File: config.mk
export PLATFORM = sky130hd
export DESIGN_NAME = img_filter_pipe
export DESIGN_NICKNAME = d
export VERILOG_FILES = /design/src/rtl/img_filter_pkg.sv /design/src/rtl/img_pix_delay.sv /design/src/rtl/img_filter_pipe.sv
export SDC_FILE = /design/constraint.sdc
export NUM_CORES = 1
export LEC_CHECK = 0
export CAP_MARGIN = 40
export CORE_MARGIN = 2
export CORE_UTILIZATION = 40
export CTS_BUF_LIST = sky130_fd_sc_hd__clkbuf_8
export CTS_CLUSTER_SIZE = 28
export DETAILED_ROUTE_END_ITERATION = 8
export PLACE_DENSITY = 0.74
export REMOVE_ABC_BUFFERS = 1
export SETUP_SLACK_MARGIN = 0.5
export SLEW_MARGIN = 20
export SYNTH_ARGS = -nofsm -noshare
export SYNTH_HDL_FRONTEND = slang
export SYNTH_SLANG_ARGS = --single-unit
export TNS_END_PERCENT = 50
File: constraint.sdc
create_clock -name clk -period 3.2 [get_ports clk]
set_input_delay 0.48 -clock clk [delete_from_list [all_inputs] [get_ports clk]]
set_output_delay 0.48 -clock clk [all_outputs]
set_load 0.1 [all_outputs]
File: src/rtl/img_filter_pkg.sv
// -----------------------------------------------------------------------------
// img_filter_pkg
// Shared types and helpers for the image filter pipeline.
//   filter_mode_e : 3-bit mode code carried with every pixel
//   rgb_t         : pixel record at the default channel width
//   gray_sum      : weighted luma sum r + 2g + b (caller shifts right by 2)
// -----------------------------------------------------------------------------
package img_filter_pkg;

    typedef enum logic [2:0] {
        FM_PASS = 3'd0,
        FM_EXT0 = 3'd1,
        FM_EXT1 = 3'd2,
        FM_EXT2 = 3'd3,
        FM_EXT3 = 3'd4,
        FM_GRAY = 3'd5,
        FM_INV  = 3'd6,
        FM_THR  = 3'd7
    } filter_mode_e;

    localparam int unsigned PIX_CH_W = 4;

    typedef struct packed {
        logic [PIX_CH_W-1:0] r;
        logic [PIX_CH_W-1:0] g;
        logic [PIX_CH_W-1:0] b;
    } rgb_t;

    // Widest channel the helper accepts; the two extra result bits hold the
    // carry of r + 2g + b, so (sum >> 2) truncated to the channel width equals
    // the same sum computed at channel width + 2.
    localparam int unsigned GRAY_IN_W = 16;

    function automatic logic [GRAY_IN_W+1:0] gray_sum(input logic [GRAY_IN_W-1:0] r,
                                                      input logic [GRAY_IN_W-1:0] g,
                                                      input logic [GRAY_IN_W-1:0] b);
        return {2'b00, r} + {1'b0, g, 1'b0} + {2'b00, b};
    endfunction

endpackage

File: src/rtl/img_pix_delay.sv
// -----------------------------------------------------------------------------
// img_pix_delay
// Generic DEPTH-stage shift register with asynchronous active-low clear.
//   clk   : clock
//   rst_n : asynchronous active-low clear of every stage
//   d_i   : data entering stage 0
//   q_o   : data leaving the last stage (DEPTH cycles after d_i)
// -----------------------------------------------------------------------------
module img_pix_delay #(
    parameter int unsigned WIDTH = 8,
    parameter int unsigned DEPTH = 2
) (
    input  logic             clk,
    input  logic             rst_n,
    input  logic [WIDTH-1:0] d_i,
    output logic [WIDTH-1:0] q_o
);

    logic [WIDTH-1:0] stage_q [DEPTH];
    logic [WIDTH-1:0] stage_d [DEPTH];

    always_comb begin
        stage_d[0] = d_i;
        for (int i = 1; i < DEPTH; i++) begin
            stage_d[i] = stage_q[i-1];
        end
    end

    always_ff @(posedge clk or negedge rst_n) begin
        if (!rst_n) begin
            for (int i = 0; i < DEPTH; i++) begin
                stage_q[i] <= '0;
            end
        end else begin
            for (int i = 0; i < DEPTH; i++) begin
                stage_q[i] <= stage_d[i];
            end
        end
    end

    assign q_o = stage_q[DEPTH-1];

endmodule

File: src/rtl/img_filter_pipe.sv
// -----------------------------------------------------------------------------
// img_filter_pipe
// Maps the VGA raster onto a scaled camera window, exports window-local
// coordinates to external filter engines, realigns their results with the
// bypass pixel and applies built-in point filters. Mode changes only take
// effect at frame_start; each pixel carries the mode it entered with.
//   clk, reset               : pixel clock, async active-low reset
//   filter_sel, frame_start  : requested mode, frame boundary pulse
//   DE, x_pixel, y_pixel     : raster timing
//   r_in, g_in, b_in         : source pixel
//   local_x, local_y         : window-local coordinates (combinational)
//   filter_en                : DE and inside window (combinational)
//   ext_rgb                  : external results, EXT_LAT cycles after local_*
//   r_out, g_out, b_out      : filtered pixel, EXT_LAT+1 cycles after input
//   de_out                   : DE aligned with r/g/b_out
//   active_sel, sel_pending  : applied mode, request differs from applied
// -----------------------------------------------------------------------------
module img_filter_pipe
    import img_filter_pkg::*;
#(
    parameter int unsigned CH_W        = 4,
    parameter int unsigned IMG_WIDTH   = 160,
    parameter int unsigned IMG_HEIGHT  = 120,
    parameter int unsigned WIN_X0      = 320,
    parameter int unsigned WIN_Y0      = 240,
    parameter int unsigned SCALE_SHIFT = 1,
    parameter int unsigned NUM_EXT     = 2,
    parameter int unsigned EXT_LAT     = 2,
    parameter int unsigned THRESH      = 8
) (
    input  logic                        clk,
    input  logic                        reset,
    input  logic [2:0]                  filter_sel,
    input  logic                        frame_start,
    input  logic                        DE,
    input  logic [9:0]                  x_pixel,
    input  logic [9:0]                  y_pixel,
    input  logic [CH_W-1:0]             r_in,
    input  logic [CH_W-1:0]             g_in,
    input  logic [CH_W-1:0]             b_in,
    output logic [9:0]                  local_x,
    output logic [9:0]                  local_y,
    output logic                        filter_en,
    input  logic [NUM_EXT*3*CH_W-1:0]   ext_rgb,
    output logic [CH_W-1:0]             r_out,
    output logic [CH_W-1:0]             g_out,
    output logic [CH_W-1:0]             b_out,
    output logic                        de_out,
    output logic [2:0]                  active_sel,
    output logic                        sel_pending
);

    localparam int unsigned PIX_W = 3 * CH_W;
    localparam int unsigned TAG_W = PIX_W + 2 + 3;

    // Window bounds in 11 bits so WIN_X0 + scaled width cannot wrap.
    localparam logic [10:0] X_LO = 11'(WIN_X0);
    localparam logic [10:0] X_HI = 11'(WIN_X0 + (IMG_WIDTH << SCALE_SHIFT));
    localparam logic [10:0] Y_LO = 11'(WIN_Y0);
    localparam logic [10:0] Y_HI = 11'(WIN_Y0 + (IMG_HEIGHT << SCALE_SHIFT));

    // ---------------- window test ----------------
    logic [10:0] x_ext, y_ext, dx, dy;
    logic        in_win;

    always_comb begin
        x_ext     = {1'b0, x_pixel};
        y_ext     = {1'b0, y_pixel};
        in_win    = (x_ext >= X_LO) && (x_ext < X_HI) && (y_ext >= Y_LO) && (y_ext < Y_HI);
        dx        = x_ext - X_LO;
        dy        = y_ext - Y_LO;
        filter_en = DE && in_win;
        local_x   = in_win ? 10'(dx >> SCALE_SHIFT) : '0;
        local_y   = in_win ? 10'(dy >> SCALE_SHIFT) : '0;
    end

    // ---------------- mode latch ----------------
    logic [2:0] active_sel_q, active_sel_d;

    always_comb begin
        active_sel_d = frame_start ? filter_sel : active_sel_q;
        active_sel   = active_sel_q;
        sel_pending  = (filter_sel != active_sel_q);
    end

    always_ff @(posedge clk or negedge reset) begin
        if (!reset) begin
            active_sel_q <= 3'd0;
        end else begin
            active_sel_q <= active_sel_d;
        end
    end

    // ---------------- delay line ----------------
    // The mode tag is the already-latched value, so a pixel entering on the
    // frame_start cycle still belongs to the old frame's mode.
    logic [TAG_W-1:0] dly_in, dly_out;
    logic [PIX_W-1:0] d_pix;
    logic             d_de, d_fen;
    logic [2:0]       d_sel;

    assign dly_in = {r_in, g_in, b_in, DE, filter_en, active_sel_q};

    img_pix_delay #(
        .WIDTH (TAG_W),
        .DEPTH (EXT_LAT)
    ) u_pix_delay (
        .clk   (clk),
        .rst_n (reset),
        .d_i   (dly_in),
        .q_o   (dly_out)
    );

    assign {d_pix, d_de, d_fen, d_sel} = dly_out;

    // ---------------- point ops and mux ----------------
    logic [CH_W-1:0]        d_r, d_g, d_b, gray;
    logic [GRAY_IN_W+1:0]   gsum;
    logic [PIX_W-1:0]       ext_pix, mode_pix;
    logic [PIX_W-1:0]       pix_q, pix_d;
    logic                   de_q, de_d;

    always_comb begin
        d_r  = d_pix[3*CH_W-1 -: CH_W];
        d_g  = d_pix[2*CH_W-1 -: CH_W];
        d_b  = d_pix[CH_W-1:0];
        gsum = gray_sum(GRAY_IN_W'(d_r), GRAY_IN_W'(d_g), GRAY_IN_W'(d_b));
        gray = CH_W'(gsum >> 2);

        // Ext codes beyond NUM_EXT fall through to the bypass pixel.
        ext_pix = d_pix;
        for (int k = 0; k < NUM_EXT; k++) begin
            if (int'(d_sel) == k + 1) begin
                ext_pix = ext_rgb[k*PIX_W +: PIX_W];
            end
        end

        mode_pix = d_pix;
        if (d_fen) begin
            case (filter_mode_e'(d_sel))
                FM_GRAY: mode_pix = {gray, gray, gray};
                FM_INV:  mode_pix = ~d_pix;
                FM_THR:  mode_pix = (32'(gray) >= THRESH) ? '1 : '0;
                default: mode_pix = ext_pix;
            endcase
        end

        pix_d = d_de ? mode_pix : '0;
        de_d  = d_de;
    end

    always_ff @(posedge clk or negedge reset) begin
        if (!reset) begin
            pix_q <= '0;
            de_q  <= 1'b0;
        end else begin
            pix_q <= pix_d;
            de_q  <= de_d;
        end
    end

    assign r_out  = pix_q[3*CH_W-1 -: CH_W];
    assign g_out  = pix_q[2*CH_W-1 -: CH_W];
    assign b_out  = pix_q[CH_W-1:0];
    assign de_out = de_q;

endmodule

==> results of run 1 <==
[worst paths after layout]
path	startpoint	end	slack, ps	depth (start not counted)
worst min register to register	u_pix_delay.stage_d[5]	u_pix_delay.q_o[5]	350	0
max in group asynchronous	reset	u_pix_delay.q_o[4]	2580	2
worst min-delay path	reset	pix_q[0]	110	1
worst max-delay path	x_pixel[3]	local_x[9]	490	7
min in group clk	u_pix_delay.stage_d[5]	u_pix_delay.q_o[5]	350	0
worst max register to register	u_pix_delay.q_o[6]	pix_q[1]	590	8
[cell type report]
cell class	count	area (um^2)	share of cell area, %
multi-input combinational	169	1390	32.2
clock buffer	5	68.8	1.59
sequential	50	1250	29.0
timing repair buffer	120	1420	32.8
tap	77	96.3	2.23
clock inverter	3	28.8	0.666
inverter	18	67.6	1.56
[routing by layer]
layer,vias to the layer above,part of all wire [%]
li1,1099,-
met1,1110,39
met2,106,49
met3,17,10
met4,0,2.2
met5,-,0
[repair_timing]
item	CTS	global route
endpoints found under the hold margin	0	0
setup endpoints to repair	21	28
pin swaps	5	7
cloned	2	0
resized for setup	53	22
buffers inserted	1	1
[placed cells by master, fill, tap and decap left out, types with 3 or more instances in the layout]
cell type / instances
clkdlybuf4s50_1: 58
dfrtp_1: 50
buf_12: 22
mux2i_1: 20
nand2_1: 19
inv_1: 17
buf_4: 12
nor2_2: 11
nor2_1: 10
buf_8: 10
nand2b_1: 8
a21oi_1: 7
xnor2_1: 6
nor2_4: 6
a2bb2oi_1: 5
o41ai_1: 5
ha_1: 5
clkbuf_8: 5
buf_6: 5
nor2b_1: 4
or2_2: 4
and3_1: 4
fa_1: 4
dlygate4sd2_1: 4
o21ai_0: 3
o221ai_1: 3
a31oi_1: 3
nand3_1: 3
nor3_4: 3
mux2_2: 3
buf_2: 3
clkbuf_2: 3
[kinds of logic after synthesis]
| logic type | share of synthesized area [%] |
|---|---|
| buffers and inverters | 5.51 |
| AO/OA/AOI/OAI | 12.7 |
| XOR/XNOR | 2.66 |
| flip-flops | 47.5 |
| adder cells (fa/ha/maj) | 5.89 |
| AND/OR/NAND/NOR | 16.8 |
| multiplexers | 8.89 |
[power breakdown]
part | switching [mW] | total, mW | internal [mW] | leakage (nW)
Clock | 0.221 | 0.383 | 0.162 | 0.0502
Combinational | 0.375 | 0.630 | 0.255 | 1.26
Sequential | 0.0422 | 0.713 | 0.671 | 0.602
[registers in the layout (all words and copies together), names as in the netlist]
| signal | count |
|---|---|
| de_out | 1 |
| active_sel | 3 |
| pix_q | 12 |
| u_pix_delay.stage_d | 17 |
| u_pix_delay.q_o | 17 |
[per-stage QoR]
step                utilization (%)  instance area [um^2]  std cells  power (mW)  setup TNS (ps)
floorplan                         -                  2550        237        1.07          -13960
global placement               61.1                  3880        419        1.29               0
detailed placement             63.7                  4050        430        1.33               0
CTS                            67.0                  4250        441        1.72               0
global route                   68.0                  4320        442        1.81               0
finish                         68.0                  4320        442        1.73               0
==> results.md, run 1 <==
- Status: finished clean
- Dominant cell type by area after synthesis: dfrtp_1
- CTS root buf: clkbuf_8
- Top FF cell, synth: dfrtp_1
- Final min period: 2710 ps
- Worst vdd ir: about 0.25 mV
- Final net count: ~440
- Fillers: between 400 and 500
- GRT Total Usage: between 10% and 20%
- Max-Cap Viols: 0
- Crit path launch type: input pin
- Setup slack after placement: between 100 and 150 ps
- Yosys cell types: slightly below 50
- Io pins: between 100 and 150
- Most common cell in the netlist: dfrtp_1
- Worst path most repeated cell: buf_6
- Critical-path maximum fanout: 5
- Seq/Total Area, Yosys: 47.5%
- Die ar.: between 7000 and 8000 um^2
- Async SR Flop Fraction: 100%
- CTS HTree Levels: 2
- Max Freq: 0.369 GHz
- Hold slack: roughly 110 ps
- Vias: roughly 2300
- Port Buf Inserts: 100
- Leakage: about 1.9 nW
- Worst EP required: ~2700 ps
- Hold Vio Cnt, Final: 0
- Worst slew pin tran: approximately 570 ps
- CTS Buf Count: 5
- Tcrit/Tclk final: between 80% and 90%
- Number of routed nets with antenna violations: 0
- Top post-synthesis cells by area: dfrtp_1 (48%), mux2i_1 (7.6%), nor2_1 (3.8%), fa_1 (3.0%), ha_1 (2.9%)
- Share of cells above drive strength 1: 28.2%
- DPL Wire Length: ~5200 um
- First-iteration detailed-routing DRC count: 94
- Final setup vio count: 0
- Worst-path cell chain: buf_6 > or4_4 > o41ai_4 > o2111ai_4 > buf_6 > nor3_4 > buf_12
- Unrepaired setup endpoints after global routing: true
- Vias in the first global route: about 2500
- Slowest-stage cell, CP: or4_4
- Ant diodes: 0
- Routed vias/inst: between 5 and 6
- Bufs and invs on worst path: 3
- CP Capture Type: primary output
- CP Data Arrival Time: 2230 ps
- Area growth from synthesis to layout: 64.1%
- Initial DRT Pass Iterations: 4
- Leading cell types by count after synthesis: dfrtp_1 (50), nor2_1 (27), mux2i_1 (20), nand2_1 (20), inv_1 (18)
- Post-synth EDFFs: 0
- Final WS setup: around 490 ps
- CTS clk-pin slew, worst paths: approximately 100 ps
- Cells after Synth: roughly 250
- Post-Route WL: approximately 6800 um
- Power Dens Cells: about 400 nW/um^2
- CTS tree: built
- Ys Warns: 0
- Skew final: between 10 and 15 ps
- Global route overflow: 0
- First-pass GRT wire length: around 11000 um
- Clock insertion delay at the later pin of the skew report: approximately 300 ps
- Hold buffers post-CTS: 0
- Slew HR: between 60% and 70%
- GRT busiest layer: met2
- CTS sink cnt: 50
- HP Class: input pin to asynchronous set/reset pin
- WS Path Type: input pin to primary output
- Row count: 29
- GR Util met1: a little under a quarter
- Area fraction of the dominant cell type after synthesis: 47.5%
- GR Util met3: 7.30%
- Core area: approximately 6300 um^2
- DRC: 0
- Initial antenna violation count: 0
- Mean Syn Cell Area: 10.4 um^2
- CP max stage delay: around 540 ps
- Seq cells post-synth: 50
- Die height: ~85 um
- M2 GR Usage: 32.1%
- Routability cong.: between 0.8 and 0.9
- Die width: 85.1 um
- Starting Density: around two fifths
- Post-Syn Area: around 2600 um^2
- Longest Clk Path Bufs: 2
- Crit path max-delay family: simple AND/OR/NAND/NOR gates
- Final Max Slew Viols: 0
- Routed WL per cell: approximately 15 um
- Largest net degree at the start of global routing: 33
Note: power is estimated with default switching activity, not from simulation.
==> inputs of run 2 (changes only) <==
==> constraint.sdc (replaced) <==
create_clock -name clk -period 2.55 [get_ports clk]
set_input_delay 0.3825 -clock clk [delete_from_list [all_inputs] [get_ports clk]]
set_output_delay 0.3825 -clock clk [all_outputs]
set_load 0.1 [all_outputs]
==> results.md, run 2 (synthesized netlist as in run 1, its figures left out) <==
- Skew final: around 11 ps
- Bufs and invs on worst path: 1
- Worst vdd ir: about 0.38 mV
- Longest Clk Path Bufs: 2
- Max Freq: ~0.40 GHz
- CTS HTree Levels: 2
- Max-Cap Viols: 0
- Critical-path maximum fanout: 3
- Io pins: around 100
- Routed WL per cell: about 16 um
- Post-Route WL: around 7100 um
- CP Data Arrival Time: about 2700 ps
- Area growth from synthesis to layout: 66.7%
- Crit. Startpoint: u_pix_delay.q_o[6]
- Worst-path cell chain: inv_2 > fa_1 > and3b_2 > fa_2 > a21o_1 > a211oi_2 > o31a_1 > o41ai_2
- Starting Density: about two fifths
- CTS clk-pin slew, worst paths: ~100 ps
- Core area: between 6000 and 7000 um^2
- Share of cells above drive strength 1: between 30% and 40%
- Status: finished clean
- DRC: 0
- Vias in the first global route: 2600
- Worst reg2reg path depth: 8
- Placed Area: roughly 4000 um^2
- Setup TNS: 0 ps
- Crit path max-delay family: adder cells
- Routability cong.: 0.893
- Unrepaired setup endpoints after global routing: true
- DPL Wire Length: between 5000 and 6000 um
- Die ar.: ~7200 um^2
- Power Dens Cells: 499 nW/um^2
- Final Max Slew Viols: 0
- R2R Path End: pix_q[4]
- Final setup vio count: 0
- HP Class: input pin to asynchronous set/reset pin
- R2R Path Start: u_pix_delay.q_o[6]
- Die width: 85.1 um
- Final min period: approximately 2500 ps
- Clock insertion delay at the later pin of the skew report: around 300 ps
- CTS root buf: clkbuf_8
- Slowest-stage cell, CP: fa_1
- Worst Setup EP: pix_q[4]
- Hold Vio Cnt, Final: 0
- Worst path depth: 8
- Row count: 29
- Ant diodes: 0
- Crit path launch type: flop
- First-iteration detailed-routing DRC count: 70
- Commonest cells after routing, fill and taps aside: dfrtp_1 (50), clkdlybuf4s50_1 (50), buf_4 (37), buf_12 (22)
- WS Path Type: flop to flop
- CTS tree: built
- Die height: around 85 um
- Global route overflow: 0
- CP max stage delay: 530 ps
- Largest net degree at the start of global routing: 32
- Port Buf Inserts: 100
- Final instance area: 4390 um^2
- Hold slack: ~7.5 ps
- Number of routed nets with antenna violations: 0
- R2r setup slk: roughly 46 ps
- Slew HR: between 60% and 70%
- First-pass GRT wire length: 11800 um
- CTS sink cnt: 50
- Vias: 2396
- Routed vias/inst: about 5.4
- CTS Buf Count: 5
- Core Util, Final: a little under 70%
- CP Capture Type: flop
- Tcrit/Tclk final: approximately 98%
- Initial DRT Pass Iterations: 4
- Final net count: 442
- Worst EP required: 2730 ps
- Worst slew pin tran: around 580 ps
- GRT Total Usage: roughly a fifth
- Initial antenna violation count: 0
- Leakage: slightly below 2 nW
## run 2: worst reg2reg max path, delay by kind of cell, from the launching register on
| family | cells | cell delay [ps] |
|---|---|---|
| fa+ha+maj | 2 | 880 |
| buf+inv | 1 | 60 |
| simple gates | 1 | 230 |
| compound gates | 4 | 830 |
| flops | 1 | 390 |
## run 2: final cells by class
type,count,area (um^2)
timing repair buffer,125,1370
clock inverter,3,28.8
inverter,18,67.6
multi-input combinational,169,1510
sequential,50,1250
fill,433,1960
clock buffer,5,68.8
tap,77,96.3
## run 2: timing repair
action                                  in CTS  in global routing
setup buffers                                1                  3
pin swaps                                   19                 19
gates resized for setup                     72                 20
hold buffers                                 0                  0
gates cloned                                 1                  0
endpoints found under the setup margin      34                 33
## run 2: where the power goes
group | total [mW] | internal (mW) | switching (mW)
clock | 0.485 | 0.205 | 0.279
combinational | 0.808 | 0.319 | 0.490
sequential | 0.897 | 0.842 | 0.0556
## run 2: metrics by stage
| step | instances | worst slack [ps] | total power, mW |
|---|---|---|---|
| 2_1_floorplan | 237 | -2010 | 1.34 |
| 3_3_place_gp | 434 | -309 | 1.63 |
| 3_5_place_dp | 434 | -356 | 1.65 |
| 4_1_cts | 444 | 66.2 | 2.18 |
| 5_1_grt | 447 | -43.6 | 2.29 |
| 6_report | 447 | 46.4 | 2.19 |
## run 2: layer usage
layer	up-vias	global-route usage (%)	wire, um
li1	1113	-	-
met1	1170	24.3	2820
met2	103	34.6	3590
met3	10	6.61	618
met4	0	5.05	86
met5	-	0	0
## run 2: how the worst min path moves through the flow
| stage | start | end | slack (ps) |
|---|---|---|---|
| floorplan | reset | active_sel[0] | 90 |
| global placement | u_pix_delay.stage_d[2] | u_pix_delay.q_o[2] | 330 |
| detailed placement | u_pix_delay.stage_d[2] | u_pix_delay.q_o[2] | 330 |
| CTS | reset | pix_q[8] | 10 |
| global route | reset | pix_q[8] | 40 |
| finish | reset | pix_q[8] | 7 |
==> inputs of run 3 (changes only) <==
--- a/config.mk
+++ b/config.mk
@@ -6,7 +6,7 @@
 export NUM_CORES = 1
 export LEC_CHECK = 0
 export CAP_MARGIN = 40
-export CORE_MARGIN = 2
+export CORE_MARGIN = 10
 export CORE_UTILIZATION = 40
 export CTS_BUF_LIST = sky130_fd_sc_hd__clkbuf_8
 export CTS_CLUSTER_SIZE = 28
==> constraint.sdc (replaced) <==
create_clock -name clk -period 2.55 [get_ports clk]
set_input_delay 0.3825 -clock clk [delete_from_list [all_inputs] [get_ports clk]]
set_output_delay 0.3825 -clock clk [all_outputs]
set_load 0.005 [all_outputs]
==> results.md, run 3 (synthesized netlist as in run 1, its figures left out) <==
- Status: finished clean
- Routability cong.: roughly 0.91
- Vias: between 2000 and 2500
- Total power: slightly below 2 mW
- Clock insertion delay at the later pin of the skew report: roughly 300 ps
- Vias in the first global route: 2576
- Commonest cells after routing, fill and taps aside: clkdlybuf4s50_1 (67), dfrtp_1 (50), buf_4 (23), mux2i_1 (20)
- Top sig layer: met4
- Power Dens Cells: 465 nW/um^2
- HP Class: input pin to asynchronous set/reset pin
- Worst EP required: 2170 ps
- CTS sink cnt: 50
- CTS HTree Levels: 2
- Ant diodes: 0
- WS Path Type: input pin to primary output
- Tcrit/Tclk final: ~99%
- CTS root buf: clkbuf_8
- Final Max Slew Viols: 0
- Crit path max-delay family: simple AND/OR/NAND/NOR gates
- Commonest non-fill, non-tap cell in the layout: clkdlybuf4s50_1
- Hold Vio Cnt, Final: 0
- DPL Wire Length: approximately 5800 um
- Post-Layout Cell Count: 457
- Skew final: roughly 7.5 ps
- Routed wl met2: between 3000 and 4000 um
- CTS clk-pin slew, worst paths: 90 ps
- Worst slew pin tran: 550 ps
- CP Data Arrival Time: between 2000 and 2500 ps
- Critical-path maximum fanout: 3
- First-pass GRT wire length: 12300 um
- Final setup vio count: 0
- Worst vdd ir: approximately 0.27 mV
- Largest net degree at the start of global routing: 30
- Routed vias/inst: between 5 and 6
- CTS tree: built
- Global route overflow: 0
- DRC: 0
- Final min period: 2530 ps
- Crit path launch type: input pin
- Slew HR: a little over three fifths
- Number of routed nets with antenna violations: 0
- Worst-path cell chain: buf_6 > or4_4 > o41ai_4 > o2111ai_4 > buf_6 > buf_6 > buf_6 > nor2_4 > buf_2
- WL met1: around 3000 um
- CTS Buf Count: 5
- Bufs and invs on worst path: 5
- Final net count: between 400 and 500
- Port Buf Inserts: 100
- CP max stage delay: 550 ps
- Worst path most repeated cell: buf_6
- Max Freq: 0.395 GHz
- GRT Total Usage: 14.6%
- Starting Density: between 40% and 50%
- Unrepaired setup endpoints after global routing: true
- Slowest-stage cell, CP: or4_4
- Row count: 29
- Dpl cells: about 440
- Max-Cap Viols: 0
- Leakage: 1.91 nW
- Share of cells above drive strength 1: around 32%
- Die width: around 100 um
- First-iteration detailed-routing DRC count: 63
- Metal3 WL: about 800 um
- Initial DRT Pass Iterations: 4
- Longest Clk Path Bufs: 2
- Initial antenna violation count: 0
- Io pins: roughly 100
- Routed WL per cell: ~17 um
- CP Capture Type: primary output
- Hold buffers post-CTS: 0
- Post-Route WL: approximately 7900 um
- Die ar.: 10200 um^2
- Core area: 6390 um^2
- Die height: ~100 um
- Area growth from synthesis to layout: 61.5%
## run 3: power by group
group | leakage, nW | total, mW | internal (mW) | switching (mW)
sequential | 0.602 | 0.891 | 0.842 | 0.0488
combinational | 1.26 | 0.537 | 0.298 | 0.239
clock | 0.0504 | 0.550 | 0.292 | 0.259
total | 1.91 | 1.98 | 1.43 | 0.546
## run 3: final timing paths
path / slack (ps) / startpoint / cells past startpoint / end
max: 20 / x_pixel[0] / 9 / local_y[4]
min in group clk: 350 / u_pix_delay.stage_d[16] / 0 / u_pix_delay.q_o[16]
max reg2reg: 40 / u_pix_delay.q_o[6] / 8 / pix_q[1]
max in group asynchronous: 1790 / reset / 2 / u_pix_delay.q_o[0]
min: 30 / reset / 1 / u_pix_delay.q_o[13]
min reg2reg: 350 / u_pix_delay.stage_d[16] / 0 / u_pix_delay.q_o[16]
## run 3: metrics by stage
step / setup WS (ps) / util [%] / TNS, ps / area, um^2 / hold slack [ps]
final: 17.8 / 66.6 / 0 / 4250 / 28.9
after CTS: 65.0 / 63.7 / 0 / 4070 / 39.6
after floorplan: 72.7 / - / 0 / 2550 / 86.9
after detailed placement: -565 / 59.6 / -10850 / 3800 / 335
after global routing: -17.7 / 66.6 / -70.7 / 4250 / 63.9
after global placement: -511 / 59.6 / -9280 / 3800 / 333
## run 3: routing by layer
layer / GRT usage, % / vias up
met5: 0 / -
met4: 3.43 / 0
met3: 6.52 / 13
met2: 25.2 / 87
met1: 16.0 / 1145
li1: - / 1130
## run 3: final cells by class
| type | instances | area [um^2] |
|---|---|---|
| Fill cell | 503 | 2140 |
| Multi-Input combinational cell | 169 | 1510 |
| Sequential cell | 50 | 1250 |
| Timing Repair Buffer | 135 | 1210 |
| Tap cell | 77 | 96.3 |
| Clock buffer | 5 | 68.8 |
| Inverter | 18 | 67.6 |
| Clock inverter | 3 | 45.0 |
## run 3: what timing repair did
item,CTS,global route
gates cloned,1,0
setup buffers,11,2
pin swaps,22,19
gates resized for setup,119,72
endpoints found under the setup margin,34,33
